<file path="config.mk">
export PLATFORM = sky130hd
export DESIGN_NAME = fetch_issue_unit
export DESIGN_NICKNAME = d
export VERILOG_FILES = /design/src/rtl/fetch_issue_unit.sv
export SDC_FILE = /design/constraint.sdc
export NUM_CORES = 1
export LEC_CHECK = 0
export BUFFER_PORTS_ARGS = -buffer_cell sky130_fd_sc_hd__buf_2
export CAP_MARGIN = 25
export CORE_MARGIN = 1.5
export CORE_UTILIZATION = 50
export CTS_CLUSTER_SIZE = 14
export DETAILED_ROUTE_END_ITERATION = 10
export GPL_TIMING_DRIVEN = 0
export PLACE_DENSITY = 0.79
export SETUP_SLACK_MARGIN = 0.4
export SYNTH_ARGS = -nofsm -noshare
export SYNTH_HDL_FRONTEND = slang
export SYNTH_SLANG_ARGS = --single-unit
</file>
<file path="constraint.sdc">
create_clock -name clk -period 4 [get_ports clk]
set_input_delay 0.2 -clock clk [delete_from_list [all_inputs] [get_ports clk]]
set_output_delay 0.2 -clock clk [all_outputs]
set_load 0.01 [all_outputs]
</file>
<file path="src/rtl/fetch_issue_unit.sv">
// Fetch/issue stage: fetches 8-bit instructions, resolves jumps locally, drops illegal opcodes.
// Optional macro FETCH_RETIRE_CNT_EN adds a 16-bit retire_count output.
module fetch_issue_unit #(
  parameter int                ADDR_W   = 8,
  parameter logic [ADDR_W-1:0] RESET_PC = '0
) (
  input  logic              clk,
  input  logic              rst,
  input  logic              fetch_en,
  output logic              imem_req,
  output logic [ADDR_W-1:0] imem_addr,
  input  logic              imem_valid,
  input  logic [7:0]        imem_data,
  output logic              issue_valid,
  input  logic              issue_ready,
  output logic [7:0]        instr,
  output logic [1:0]        opcode,
  output logic [ADDR_W-1:0] issue_pc,
`ifdef FETCH_RETIRE_CNT_EN
  output logic [15:0]       retire_count,
`endif
  output logic              illegal_instr
);

  typedef enum logic {S_FETCH = 1'b0, S_ISSUE = 1'b1} state_e;

  localparam logic [1:0] OP_JUMP    = 2'b11;
  localparam logic [1:0] OP_ILLEGAL = 2'b10;

  state_e            state_q, state_d;
  logic [ADDR_W-1:0] pc_q, pc_d;
  logic [7:0]        instr_q, instr_d;
  logic              illegal_q, illegal_d;

  logic              fetch_hit;
  logic              issue_hs;
  logic [ADDR_W-1:0] jump_off;

  assign fetch_hit = imem_req & imem_valid;
  assign issue_hs  = issue_valid & issue_ready;
  // Sign-extend the 6-bit jump field; the add below wraps modulo 2^ADDR_W.
  assign jump_off  = ADDR_W'($signed(instr_q[5:0]));

  // State register
  always_ff @(posedge clk) begin
    if (!rst) begin
      state_q <= S_FETCH;
    end else begin
      state_q <= state_d;
    end
  end

  // Next-state logic
  always_comb begin
    state_d = state_q;
    case (state_q)
      S_FETCH: begin
        if (fetch_hit && (imem_data[7:6] != OP_ILLEGAL)) begin
          state_d = S_ISSUE;
        end
      end
      S_ISSUE: begin
        if (issue_ready) begin
          state_d = S_FETCH;
        end
      end
      default: state_d = S_FETCH;
    endcase
  end

  // Outputs; the request is gated by rst so it drops in the same cycle reset is asserted.
  always_comb begin
    imem_req      = rst & (state_q == S_FETCH) & fetch_en;
    imem_addr     = pc_q;
    issue_valid   = (state_q == S_ISSUE);
    issue_pc      = pc_q;
    instr         = instr_q;
    opcode        = instr_q[7:6];
    illegal_instr = illegal_q;
  end

  // Datapath next-state
  always_comb begin
    pc_d      = pc_q;
    instr_d   = instr_q;
    illegal_d = illegal_q;
    if (fetch_hit) begin
      instr_d = imem_data;
      if (imem_data[7:6] == OP_ILLEGAL) begin
        illegal_d = 1'b1;
        pc_d      = pc_q + ADDR_W'(1);
      end
    end
    if (issue_hs) begin
      if (instr_q[7:6] == OP_JUMP) begin
        pc_d = pc_q + jump_off;
      end else begin
        pc_d = pc_q + ADDR_W'(1);
      end
    end
  end

  always_ff @(posedge clk) begin
    if (!rst) begin
      pc_q      <= RESET_PC;
      instr_q   <= 8'h00;
      illegal_q <= 1'b0;
    end else begin
      pc_q      <= pc_d;
      instr_q   <= instr_d;
      illegal_q <= illegal_d;
    end
  end

`ifdef FETCH_RETIRE_CNT_EN
  logic [15:0] retire_q, retire_d;

  assign retire_d     = issue_hs ? retire_q + 16'd1 : retire_q;
  assign retire_count = retire_q;

  always_ff @(posedge clk) begin
    if (!rst) begin
      retire_q <= 16'h0000;
    end else begin
      retire_q <= retire_d;
    end
  end
`endif

endmodule

</file>
# Word level (Yosys, flattened, before mapping)

Index checks and enable logic that the tools add are counted.

Eq/ne operators: 3
Bitwise gates (word level): 5
Order comparisons: 0
Muxes and demuxes: 7
$mul: 0
Div/mod/pow operators: 0
Add/sub/neg operators: 2
Reductions and logical operators: 5
Shifts and indexed selects: 0

Operator list:

| operator                                                      | count |
|---|---|
| 8-bit 2-to-1 mux                                              | 4 |
| 8-bit by 1-bit adder with 8-bit output, second input constant | 1 |
| 8-bit adder                                                   | 1 |
| 1-bit bitwise AND                                             | 4 |
| 2-bit equality test, second input constant                    | 2 |
| 2-bit AND reduction                                           | 2 |
| 2-bit nonzero test                                            | 2 |
| 1-bit 2-to-1 mux                                              | 2 |
| 2-bit inequality test, second input constant                  | 1 |
| 1-bit case mux with 2 select lines                            | 1 |
| 1-bit logical AND                                             | 1 |
| 1-bit NOT                                                     | 1 |

Logic and storage cells: 26
Bits of input ports: 13
Memories: 0
Bits in writable memories: 0
Bits in latches: 0
Bits in read-only memories: 0
Output and inout bits: 29
Register bits after elaboration: 18

# Logic depth before layout (Yosys ltp)

Word-level depth: 7
Mapped depth: 8

# Worst setup path before layout

OpenSTA, ideal clock, no wires.

Path kind: register -> register
Start point: register pc_q[0] (netlist: imem_addr[0])
End point: register pc_q[6] (netlist: imem_addr[6])
Setup time: 122 ps
Stages on the path, launching flop included: 9
Arrival: 1906 ps
Slack: 1972 ps
Required time: 3878 ps
Cells stage by stage: dfxtp_1 > ha_1 > inv_1 > fa_1 > nor2b_1 > o31a_1 > o21ai_0 > nor3b_1 > a221o_1

Word-level cells in the longest chain between the ends: 4
Elaborated cells on any way between the ends: 6

RTL lines:

| what                                   | RTL line | RTL |
|---|---|---|
| start, declared                        | 31       | `logic [ADDR_W-1:0] pc_q, pc_d;` |
| start signal, assigned                 | 109      | `pc_q <= pc_d;` |
| 8-bit by 1-bit adder with 8-bit output | 91, 98   |  |
| 8-bit 2-to-1 mux                       | 89       | `if (imem_data[7:6] == OP_ILLEGAL) begin` |
| 8-bit 2-to-1 mux                       | 87       | `if (fetch_hit) begin` |
| 8-bit 2-to-1 mux (*)                   | 94       | `if (issue_hs) begin` |

Mark *: on every way between the ends. The rest lies on a longest branch, timed or not. The select of a mux whose other input is x is not followed.
A chain may end at the register's enable or synchronous reset.

# Worst setup path in the final report

Same ends and word-level chain as after synthesis.

==> metrics.yaml <==
setup_viol: 0
synth.distinct_cells: 45
ys_ff_latch: 18
die_height_um: 53.1
leakage_nw: 0.758
powerDensity_nw_per_um2: 214
clk_latency_ns: 0.29
crit_start: "imem_addr[0]"
cts_setup_buffers: 0
fin_nets: 219
syn_to_final_growth_pct: 20.9
synth_area_per_cell_um2: 8.32
status: "complete, no violations"
worst_pin_slew_ns: 0.501
critPathLaunchType: "flop"
synth_top_cells_by_count: "19 x nand2_1, 18 x dfxtp_1, 11 x buf_4, 10 x a21oi_1, 9 x o21ai_0"
max_slew_margin: 0.662
synth_edf_count: 0
drt_first_pass_iters: 4
fmax_mhz: 432
die_w_um: 53.1
core_um2: 2300
synthesis.nets: 173
grt_max_degree: 12
worstSetupPathType: "reg -> reg"
vias_per_cell: 5.80
critPathCaptureType: "flop"
drt_iter0_markers: 46
cts_tree: "yes"
ys.flop_type: "dfxtp_1"
ir_worst_vdd_mv: 0.227
drive_gt1_frac: 0.318
start_util: 0.547
route.detailed.drc: 0
numCtsBuffers: 3
worstPathMaxFanout: 11
grt_pass1_vias: 1164
setup-tns-final_ns: 0
grt_pass1_wl_um: 4900
cts_hold_buf: 0
seq_area_frac_synth: 0.287
overflow: 0
hold_viol: 0
worstHoldStart: "imem_data[3]"
reg2regPathDepth: 8
drtAntennaViolNets: 0
synthTopCellsByArea: "dfxtp_1 29%, ha_1 8.0%, buf_4 6.6%, nand2_1 5.7%, a21boi_0 4.8%"
multiInputGateArea_um2: 771
antenna_found_initial: 0
clk_path_buf_depth: 2
clkSinkCount: 18
num_vias: 1293
synth_top_area_frac: 0.287
gp_congestion: 0.866
wl_per_cell_um: 13.2
synthArstFlopShare: 0
rsz0062_at_grt: "no"
die-area_um2: 2820
hold_class: "in -> reg"
cts_htree_levels: 1
min_period_ns: 2.31
arrival_ns: 2.50
reg2reg_from: "imem_addr[0]"
synth_area_um2: 1260
ioPinCount: 42
yosysMostFrequentCell: "nand2_1"
fp-row-count: 17
seq_area_um2: 360
slew_viol_final: 0
wl_um: 2950
path_clk_slew_ns: 0.10
syn_inst: 151
timing.final.crit_share: 0.578
grtUsageTotal: 0.238
numPortBuffers: 41
dp_hpwl_um: 2270
fillers: 202
skew_ns: 0.000558
hold_depth: 3
maxCapViolations: 0
ctsResizeCount: 0
synth_top_area_cell: "dfxtp_1"
final_util: 0.661
yosys_warnings: 0
antenna_cells: 0
critPathRequiredTime_ns: 4.18
clockRootBuffer: "clkbuf_4"
power breakdown:
| group | switching, mW | total, mW | internal, mW |
|---|---|---|---|
| clock | 0.0556 | 0.0906 | 0.0350 |
| combinational | 0.0232 | 0.0445 | 0.0213 |
| sequential | 0.00613 | 0.189 | 0.183 |
kinds of logic after synthesis:
kind of cell | count (synthesis) | synth area share
buffers and inverters | 20 | 0.0996
adder cells (fa/ha/maj) | 9 | 0.0956
flip-flops | 18 | 0.287
AND/OR/NAND/NOR | 48 | 0.196
XOR/XNOR | 6 | 0.0418
AO/OA/AOI/OAI | 50 | 0.280
placed cells by master, fill, tap and decap left out, types with 2 or more instances in the layout:
cell / n
buf_2: 42
nand2_1: 19
dfxtp_1: 18
buf_4: 11
a21oi_1: 10
o21ai_0: 9
a21boi_0: 8
ha_1: 8
nand3_1: 7
inv_1: 4
nor2_1: 4
and3_1: 3
nand4_1: 3
xor2_1: 3
clkbuf_1: 3
xnor2_1: 3
o211ai_1: 3
clkbuf_4: 3
a21o_1: 2
and2_1: 2
o21a_1: 2
nor2b_1: 2
o21ai_1: 2
nor3b_1: 2
final timing paths:
| kind | slack [ns] | to |
|---|---|---|
| max reg2reg | 1.69 | imem_addr[6] |
| min reg2reg | 0.49 | instr[0] |
| min | 0.15 | instr[3] |
| max | 1.69 | imem_addr[6] |
worst max-delay path, cell delays in order, from the launching register on:
cell	delay [ns]
dfxtp_1	0.56
ha_1	0.26
inv_1	0.06
fa_1	0.40
nor2b_1	0.18
o31a_1	0.17
o21ai_0	0.12
nor3b_1	0.18
a221o_1	0.27
stage by stage:
stage / power (mW) / cells / cell area [um^2] / setup slack [ns] / hold WS [ns]
floorplan: 0.219 / 151 / 1260 / 1.97 / 0.345
global route: 0.343 / 223 / 1520 / 1.59 / 0.144
detailed placement: 0.238 / 220 / 1500 / 1.77 / 0.459
finish: 0.324 / 223 / 1520 / 1.69 / 0.146
global placement: 0.237 / 220 / 1500 / 1.84 / 0.450
CTS: 0.328 / 223 / 1520 / 1.74 / 0.142
routing by layer:
metal,part of all wire,GRT usage
met1,0.41,0.276
met2,0.51,0.417
met3,0.075,0.0424
met4,0.014,0.115
met5,0,0
layout make-up:
| class | instances | area share |
|---|---|---|
| multi-input combinational | 113 | 0.507 |
| sequential | 18 | 0.237 |
| timing repair buffer | 41 | 0.135 |
| buffer | 16 | 0.0725 |
| tap | 28 | 0.0231 |
| clock buffer | 3 | 0.0148 |
| inverter | 4 | 0.00988 |
flip-flops by register name (all words and copies together), names as in the netlist:
signal and cells:
imem_addr 8, instr 8, illegal_instr 1, issue_valid 1
Power figures use the tool's default switching activity.
